===== src/rtl/uart_tx_if.sv =====
// Transmitter-side signal bundle: bit tick, TXSTA controls, TXREG write port
// and the serial line / status flags returned by the transmitter.
// master: drives controls and TXREG writes; slave: the transmitter itself.
interface uart_tx_if;
  logic       uart_tx_shift_en;  // one-cycle bit-period tick
  logic       txen;              // TXSTA.TXEN level
  logic       tx9;               // TXSTA.TX9 level
  logic       tx9d;              // TXSTA.TX9D level
  logic       txreg_wr_en;       // TXREG write strobe
  logic [7:0] txreg_in;          // TXREG write data
  logic       tx_out;            // serial line, idle high
  logic       trmt;              // TSR empty
  logic       txif;              // TXREG empty flag

  modport master (
    output uart_tx_shift_en, txen, tx9, tx9d, txreg_wr_en, txreg_in,
    input  tx_out, trmt, txif
  );

  modport slave (
    input  uart_tx_shift_en, txen, tx9, tx9d, txreg_wr_en, txreg_in,
    output tx_out, trmt, txif
  );
endinterface


===== src/rtl/uart_tx.sv =====
// Asynchronous UART transmitter: TXREG holding buffer feeding a TSR shift
// register, framing start + 8 data (LSB first) + optional 9th bit + stop.
// Ports: clk, rst (sync, active-high), bus (uart_tx_if.slave: tick, TXSTA
// levels, TXREG write port, tx_out/trmt/txif). Optional 9th bit: UART_TX_9BIT_EN.
module uart_tx (
  input  logic     clk,
  input  logic     rst,
  uart_tx_if.slave bus
);

  localparam logic [2:0] S_IDLE  = 3'd0;
  localparam logic [2:0] S_WAIT  = 3'd1;
  localparam logic [2:0] S_START = 3'd2;
  localparam logic [2:0] S_DATA  = 3'd3;
  localparam logic [2:0] S_BIT9  = 3'd4;
  localparam logic [2:0] S_STOP  = 3'd5;

  logic [2:0] state_q, state_d;
  logic [7:0] txreg_q, txreg_d;
  logic       valid_q, valid_d;
  logic [7:0] tsr_q,   tsr_d;
  logic [2:0] cnt_q,   cnt_d;
  logic       tx_out_q, tx_out_d;
  logic       trmt_q,  trmt_d;
  logic       wr;
  logic       load;
  logic       tick;

`ifdef UART_TX_9BIT_EN
  logic       bit9_q, bit9_d;   // tx9d captured at TSR load
  logic       nine_q, nine_d;   // tx9 captured at TSR load: frame has BIT9
`else
  logic       unused_tx9;
  assign unused_tx9 = bus.tx9 ^ bus.tx9d;
`endif

  assign tick = bus.uart_tx_shift_en;
  assign wr   = bus.txreg_wr_en & bus.txen;

  always_comb begin
    state_d = state_q;
    txreg_d = txreg_q;
    valid_d = valid_q;
    tsr_d   = tsr_q;
    cnt_d   = cnt_q;
    load    = 1'b0;
`ifdef UART_TX_9BIT_EN
    bit9_d  = bit9_q;
    nine_d  = nine_q;
`endif

    case (state_q)
      // Load ignores the tick, so WAIT always runs to the following tick.
      S_IDLE: begin
        if (valid_q) begin
          load    = 1'b1;
          state_d = S_WAIT;
        end
      end
      S_WAIT:  if (tick) state_d = S_START;
      S_START: begin
        if (tick) begin
          state_d = S_DATA;
          cnt_d   = 3'd0;
        end
      end
      S_DATA: begin
        if (tick) begin
          tsr_d = {1'b0, tsr_q[7:1]};
          cnt_d = cnt_q + 3'd1;
          if (cnt_q == 3'd7) begin
`ifdef UART_TX_9BIT_EN
            state_d = nine_q ? S_BIT9 : S_STOP;
`else
            state_d = S_STOP;
`endif
          end
        end
      end
      S_BIT9:  if (tick) state_d = S_STOP;
      S_STOP: begin
        if (tick) begin
          // A pending byte goes straight to START: no idle bit between frames.
          if (valid_q) begin
            load    = 1'b1;
            state_d = S_START;
          end else begin
            state_d = S_IDLE;
          end
        end
      end
      default: state_d = S_IDLE;
    endcase

    if (load) begin
      tsr_d   = txreg_q;
      valid_d = 1'b0;
`ifdef UART_TX_9BIT_EN
      bit9_d  = bus.tx9d;
      nine_d  = bus.tx9;
`endif
    end

    // A write in the same cycle as a load keeps the new byte pending.
    if (wr) begin
      txreg_d = bus.txreg_in;
      valid_d = 1'b1;
    end

    // Dropping TXEN abandons the frame and discards any pending byte.
    if (!bus.txen) begin
      state_d = S_IDLE;
      valid_d = 1'b0;
    end

    // The line register follows the next state, so every line change lands
    // on the cycle after the tick that caused it.
    case (state_d)
      S_START: tx_out_d = 1'b0;
      S_DATA:  tx_out_d = tsr_d[0];
`ifdef UART_TX_9BIT_EN
      S_BIT9:  tx_out_d = bit9_d;
`endif
      default: tx_out_d = 1'b1;
    endcase

    trmt_d = (state_d == S_IDLE);
  end

  always_ff @(posedge clk) begin
    if (rst) begin
      state_q  <= S_IDLE;
      txreg_q  <= 8'h00;
      valid_q  <= 1'b0;
      tsr_q    <= 8'h00;
      cnt_q    <= 3'd0;
      tx_out_q <= 1'b1;
      trmt_q   <= 1'b1;
`ifdef UART_TX_9BIT_EN
      bit9_q   <= 1'b0;
      nine_q   <= 1'b0;
`endif
    end else begin
      state_q  <= state_d;
      txreg_q  <= txreg_d;
      valid_q  <= valid_d;
      tsr_q    <= tsr_d;
      cnt_q    <= cnt_d;
      tx_out_q <= tx_out_d;
      trmt_q   <= trmt_d;
`ifdef UART_TX_9BIT_EN
      bit9_q   <= bit9_d;
      nine_q   <= nine_d;
`endif
    end
  end

  assign bus.tx_out = tx_out_q;
  assign bus.trmt   = trmt_q;
  // TXIF is simply "no byte pending in TXREG".
  assign bus.txif   = ~valid_q;

endmodule

===== src/flat_wrapper.sv =====
// flat-port wrapper written by rule: the top's interface ports become plain ports
module uart_tx_flat 
  (clk, rst, bus_uart_tx_shift_en, bus_txen, bus_tx9, bus_tx9d, bus_txreg_wr_en, bus_txreg_in, bus_tx_out, bus_trmt, bus_txif);
  uart_tx_if bus_i ();
  input  logic clk;
  input  logic rst;
  input wire logic [$bits(bus_i.uart_tx_shift_en)-1:0] bus_uart_tx_shift_en;
  input wire logic [$bits(bus_i.txen)-1:0] bus_txen;
  input wire logic [$bits(bus_i.tx9)-1:0] bus_tx9;
  input wire logic [$bits(bus_i.tx9d)-1:0] bus_tx9d;
  input wire logic [$bits(bus_i.txreg_wr_en)-1:0] bus_txreg_wr_en;
  input wire logic [$bits(bus_i.txreg_in)-1:0] bus_txreg_in;
  output wire logic [$bits(bus_i.tx_out)-1:0] bus_tx_out;
  output wire logic [$bits(bus_i.trmt)-1:0] bus_trmt;
  output wire logic [$bits(bus_i.txif)-1:0] bus_txif;
  assign bus_i.uart_tx_shift_en = bus_uart_tx_shift_en;
  assign bus_i.txen = bus_txen;
  assign bus_i.tx9 = bus_tx9;
  assign bus_i.tx9d = bus_tx9d;
  assign bus_i.txreg_wr_en = bus_txreg_wr_en;
  assign bus_i.txreg_in = bus_txreg_in;
  assign bus_tx_out = bus_i.tx_out;
  assign bus_trmt = bus_i.trmt;
  assign bus_txif = bus_i.txif;
  uart_tx u_core (.clk(clk), .rst(rst), .bus(bus_i));
endmodule

===== config.mk =====
export PLATFORM = sky130hd
export DESIGN_NAME = uart_tx_flat
export DESIGN_NICKNAME = d
export VERILOG_FILES = /design/src/rtl/uart_tx_if.sv /design/src/rtl/uart_tx.sv /design/src/flat_wrapper.sv
export SDC_FILE = /design/constraint.sdc
export NUM_CORES = 1
export LEC_CHECK = 0
export ABC_AREA = 1
export CORE_MARGIN = 3
export CORE_UTILIZATION = 45
export DETAILED_ROUTE_END_ITERATION = 16
export PLACE_DENSITY_LB_ADDON = 0.25
export SYNTH_ARGS = -nofsm -noshare
export SYNTH_HDL_FRONTEND = slang
export SYNTH_SLANG_ARGS = --single-unit

===== constraint.sdc =====
create_clock -name clk -period 2.7 [get_ports clk]
set_input_delay 0.405 -clock clk [delete_from_list [all_inputs] [get_ports clk]]
set_output_delay 0.405 -clock clk [all_outputs]
set_load 0.01 [all_outputs]

==> out/qor.csv, run 1 <==
metric,value,unit
# DRC,0,
initial antenna violation count,0,
P_leak,0.669,nW
ranking of synthesized cells by area,"dfxtp_1 41%, nand2_1 17%, a21oi_1 7.4%",
area used by multi-input combinational logic,612,um^2
Synth Register Bits,25,
H-tree Lvls,1,
reg-to-reg startpoint,u_core.state_q[2],
Setup crit end kind,primary output,
Antenna Nets Post-Route,0,
Die ar.,3380,um^2
FF-to-FF End,u_core.tsr_q[3],
f_max,576,MHz
first-pass GRT wire length,4460,um
HPWL after DPL,1900,um
"Net Count, Synth",196,
Die X,58.1,um
register area,500,um^2
layout cell share with drive strength beyond 1,9.14,%
vias in the first global route,1082,
Peak VDD IR,0.337,mV
pin count of the biggest net entering global routing,16,
most frequent cells in the layout,"54 x nand2_1, 25 x dfxtp_1, 21 x inv_1, 18 x a21oi_1, 18 x nand3_1",
Pins Over Slew Limit,0,
"most common cell after layout, fill and taps aside",nand2_1,
CTS tree,built,
Yosys top cell area share,41.0,%
Slew @ Worst Pin,0.359,ns
post-layout minimum cycle time,1.74,ns
Top Ports,18,
DR pass1 iterations,4,
global route total overflow,0,
worst-case clock skew,0.0149,ns
final instance area,1440,um^2
CTS Buf Count,3,
Area Growth Syn to Fin,17.8,%
worst hold-check path type,reg2reg,
total core area,2520,um^2
Num Clock Sinks,25,
Initial Util,48.4,%
max cap viols,0,
chip height,58.1,um
status,"finished, final reports clean",
CP max FO,5,
sequential fraction of the synthesis area,41.0,%
R2R setup slack,1.40,ns
Sum Neg Setup Slack,0,ns
Worst Path Arrival,1.33,ns
hold buffers post-CTS,0,
Pwr per Cell Area,437,nW/um^2
"Hold Vio Cnt, Final",0,
number of inserted diodes,0,
Syn Area/Cell,6.82,um^2
via count,1135,
clock buffer depth,2,
hold path cells,2,
clk slew on worst S/H paths,0.14,ns
Critical Path RT,2.30,ns
Hold EP,u_core.txreg_q[4],
DP Area,1410,um^2
hold_sp,u_core.txreg_q[4],
Tcrit/Tclk final,64.3,%
cell row count,18,
Wirelength per Cell,10.8,um
cts repair resizes,0,
Ys Warns,0,
crit path launch type,register,
routed wire length,2460,um
Power Total,0.000629,W
Final nets,215,
Mapped Area,1220,um^2
Root Driver,clkbuf_4,
initial DRC count,26,
Post-CTS Setup Inserts,0,
port bufs,15,
Crit Path Class,reg2out,
Final GP Congestion,0.809,
"Distinct cells, synth",21,
Synth area leader,dfxtp_1,
Slew HR,76.0,%
FF-to-FF path depth,6,
GRT Overall Usage,17.1,%
Clock Latency Late Sink,0.33,ns
fill count,260,
RSZ-0062 raised after global routing,false,
cell count after synthesis,179,
final setup fails,0,
vias per cell,5.00,
==> metrics by stage <==
stage               std cells  setup slack (ns)  util [%]  hold WS (ns)
CTS                       227             0.944      57.0         0.466
global placement          223             0.926      55.9         0.442
global route              227             0.887      57.0         0.483
detailed placement        223             0.893      55.9         0.448
floorplan                 179              1.58         -         0.429
finish                    227             0.964      57.0         0.463
==> synthesized netlist by cell type <==
cell type,instances
a21oi_1,18
buf_4,1
o21ai_0,11
clkinv_1,1
a21boi_1,1
nand2_1,54
dfxtp_1,25
nor2_1,11
nand2_4,2
clkbuf_1,2
nand3_1,18
ha_1,2
inv_2,3
a31oi_1,1
nor2_2,2
nor2_4,1
nand2_2,2
nand3_2,1
o21ai_1,1
nor2_8,1
inv_1,21
==> how the worst max path moves through the flow <==
| stage | start | endpoint | slack [ns] | cells after the start |
|---|---|---|---|---|
| floorplan | u_core.cnt_q[0] | u_core.bus.tx_out | 1.58 | 8 |
| global placement | bus_uart_tx_shift_en | u_core.bus.tx_out | 0.93 | 11 |
| detailed placement | bus_uart_tx_shift_en | u_core.tsr_q[7] | 0.89 | 6 |
| CTS | u_core.valid_q | bus_txif | 0.94 | 2 |
| global route | u_core.valid_q | bus_txif | 0.89 | 2 |
| finish | u_core.valid_q | bus_txif | 0.96 | 2 |
==> where the power goes <==
part	switching [W]	total (W)	internal, W
registers	0.00000574	0.000388	0.000382
logic	0.0000356	0.0000697	0.0000340
clock network	0.000115	0.000171	0.0000567
total	0.000156	0.000629	0.000473
==> state kept, by name (all words and copies together) (netlist names) <==
signal,cells
u_core.bus.tx_out,1
u_core.bus.trmt,1
u_core.valid_q,1
u_core.tsr_q,8
u_core.txreg_q,8
u_core.cnt_q,3
u_core.state_q,3
==> routing by layer <==
layer,vias up,part of all wire [%],track usage (%)
met1,503,42,19.8
li1,603,-,-
met5,-,0,0
met3,5,5.3,2.00
met4,0,1.9,7.95
met2,24,50,31.1
==> logic make-up after synthesis <==
logic type / Yosys count / synth area share [%]
and+or+nand+nor: 92 / 34.6
AOI/OAI and AO/OA: 32 / 13.4
buffers and inverters: 28 / 8.91
DFF: 25 / 41.0
adders and majority gates: 2 / 2.05
==> worst max-delay path: stages (launching register included) <==
cell and delay (ns):
dfxtp_1 0.47, inv_1 0.06, clkdlybuf4s50_1 0.47
==> area by class of cell <==
| cell class | count | area share (%) |
|---|---|---|
| flip-flops and latches | 25 | 34.8 |
| well taps | 30 | 2.61 |
| clock inverters | 1 | 0.522 |
| clock buffers | 3 | 1.57 |
| multi-input cells | 126 | 42.5 |
| inverters | 25 | 6.52 |
| repair buffers | 17 | 11.5 |
Power figures use the tool's default switching activity.
==> inputs of run 2 (changes only) <==
clock period = 1.7 ns   (was 2.7 ns; I/O delays follow)
==> out/qor.csv, run 2 (synthesis results as in run 1) <==
metric,value,unit
Clock Latency Late Sink,0.31,ns
Post-CTS Setup Inserts,0,
# DRC,0,
Sum Neg Setup Slack,0,ns
vias per cell,4.89,
Final nets,216,
Top Ports,18,
Tcrit/Tclk final,91.8,%
crit-path leading delay family,buffers and inverters,
Crit path buffers/inverters,2,
vias in the first global route,1008,
HPWL after DPL,1910,um
CTS Buf Count,3,
slowest CP cell,clkdlybuf4s50_1,
internal power,0.000754,W
Die X,58.1,um
first-pass GRT wire length,4110,um
final setup fails,0,
Comb power frac,11.4,%
global route total overflow,0,
Pwr per Cell Area,686,nW/um^2
DP Area,1420,um^2
CTS tree,built,
crit path launch type,register,
worst hold-check path type,reg2reg,
Area Growth Syn to Fin,18.1,%
status,"finished, final reports clean",
f_max,641,MHz
Num Clock Sinks,25,
P_leak,0.675,nW
"critical path, cell by cell","inv_1, clkdlybuf4s50_1",
Pins Over Slew Limit,0,
Worst Path Arrival,1.31,ns
Peak VDD IR,0.644,mV
H-tree Lvls,1,
Critical Path RT,1.44,ns
Slew HR,75.5,%
max cap viols,0,
DR pass1 iterations,4,
Sw Pwr,0.000235,W
Wirelength per Cell,10.4,um
Largest regs,"u_core.tsr_q x8, u_core.txreg_q x8",
Slew @ Worst Pin,0.367,ns
port bufs,15,
Root Driver,clkbuf_4,
sw frac,23.8,%
via count,1116,
initial DRC count,47,
CP max FO,5,
routed wire length,2370,um
Seq pwr share,62.3,%
Die ar.,3380,um^2
"most common cell after layout, fill and taps aside",nand2_1,
hold buffers post-CTS,0,
clk slew on worst S/H paths,0.12,ns
GRT Overall Usage,15.5,%
Final GP Congestion,0.816,
"Hold Vio Cnt, Final",0,
Crit path largest cell delay,0.47,ns
Initial Util,48.4,%
final instance area,1440,um^2
total core area,2520,um^2
worst-case clock skew,0.00585,ns
Crit Path Class,reg2out,
pin count of the biggest net entering global routing,16,
RSZ-0062 raised after global routing,false,
chip height,58.1,um
initial antenna violation count,0,
clock buffer depth,2,
Setup crit end kind,primary output,
most frequent cells in the layout,"54 x nand2_1, 25 x dfxtp_1, 21 x inv_1, 18 x a21oi_1, 18 x nand3_1",
cell row count,18,
layout cell share with drive strength beyond 1,9.09,%
number of inserted diodes,0,
clock network power share,26.3,%
cts repair resizes,0,
Antenna Nets Post-Route,0,
post-layout minimum cycle time,1.56,ns
## run 2: layout make-up
type | count | area [um^2]
sequential | 25 | 500
tap | 30 | 37.5
timing repair buffer | 18 | 173
clock buffer | 4 | 26.3
multi-input combinational | 126 | 612
inverter | 25 | 93.8
fill | 267 | 1080
## run 2: power by group through the flow
stage	sequential (W)	combinational (W)	clock, W
2_1_floorplan	0.000627	0.0000645	0
3_3_place_gp	0.000629	0.000111	0
3_5_place_dp	0.000630	0.000113	0
4_1_cts	0.000616	0.000113	0.000266
5_1_grt	0.000619	0.000126	0.000293
6_report	0.000616	0.000112	0.000260
## run 2: tightest hold or removal path: cells and delay by family, from the launching register on
| family | cells | cell delay (ns) |
|---|---|---|
| compound gates | 1 | 0.06 |
| flops | 1 | 0.32 |
| buf+inv | 1 | 0.06 |
## run 2: stage by stage
stage	instances	utilization [%]	hold WS, ns	setup slack, ns	power, W
3_5_place_dp	224	56.2	0.453	0.117	0.000743
2_1_floorplan	179	-	0.383	0.581	0.000692
4_1_cts	228	57.2	0.471	0.127	0.000996
5_1_grt	228	57.2	0.490	0.0627	0.00104
6_report	228	57.2	0.469	0.139	0.000989
3_3_place_gp	224	56.2	0.442	0.147	0.000739
## run 2: per-layer routing
metal | part of all wire [%] | track usage [%] | vias up
met4 | 1.3 | 7.28 | 0
met3 | 4.7 | 3.12 | 4
li1 | - | - | 605
met1 | 49 | 19.9 | 488
met2 | 45 | 24.8 | 19
met5 | 0 | 0 | -
## run 2: worst paths after layout
check | start | end | slack, ns | cells after the start
hold / removal | u_core.txreg_q[1] | u_core.txreg_q[1] | 0.47 | 2
setup reg to reg | u_core.state_q[2] | u_core.tsr_q[5] | 0.43 | 6
setup / recovery | u_core.valid_q | bus_txif | 0.14 | 2
hold reg to reg | u_core.txreg_q[1] | u_core.txreg_q[1] | 0.47 | 2
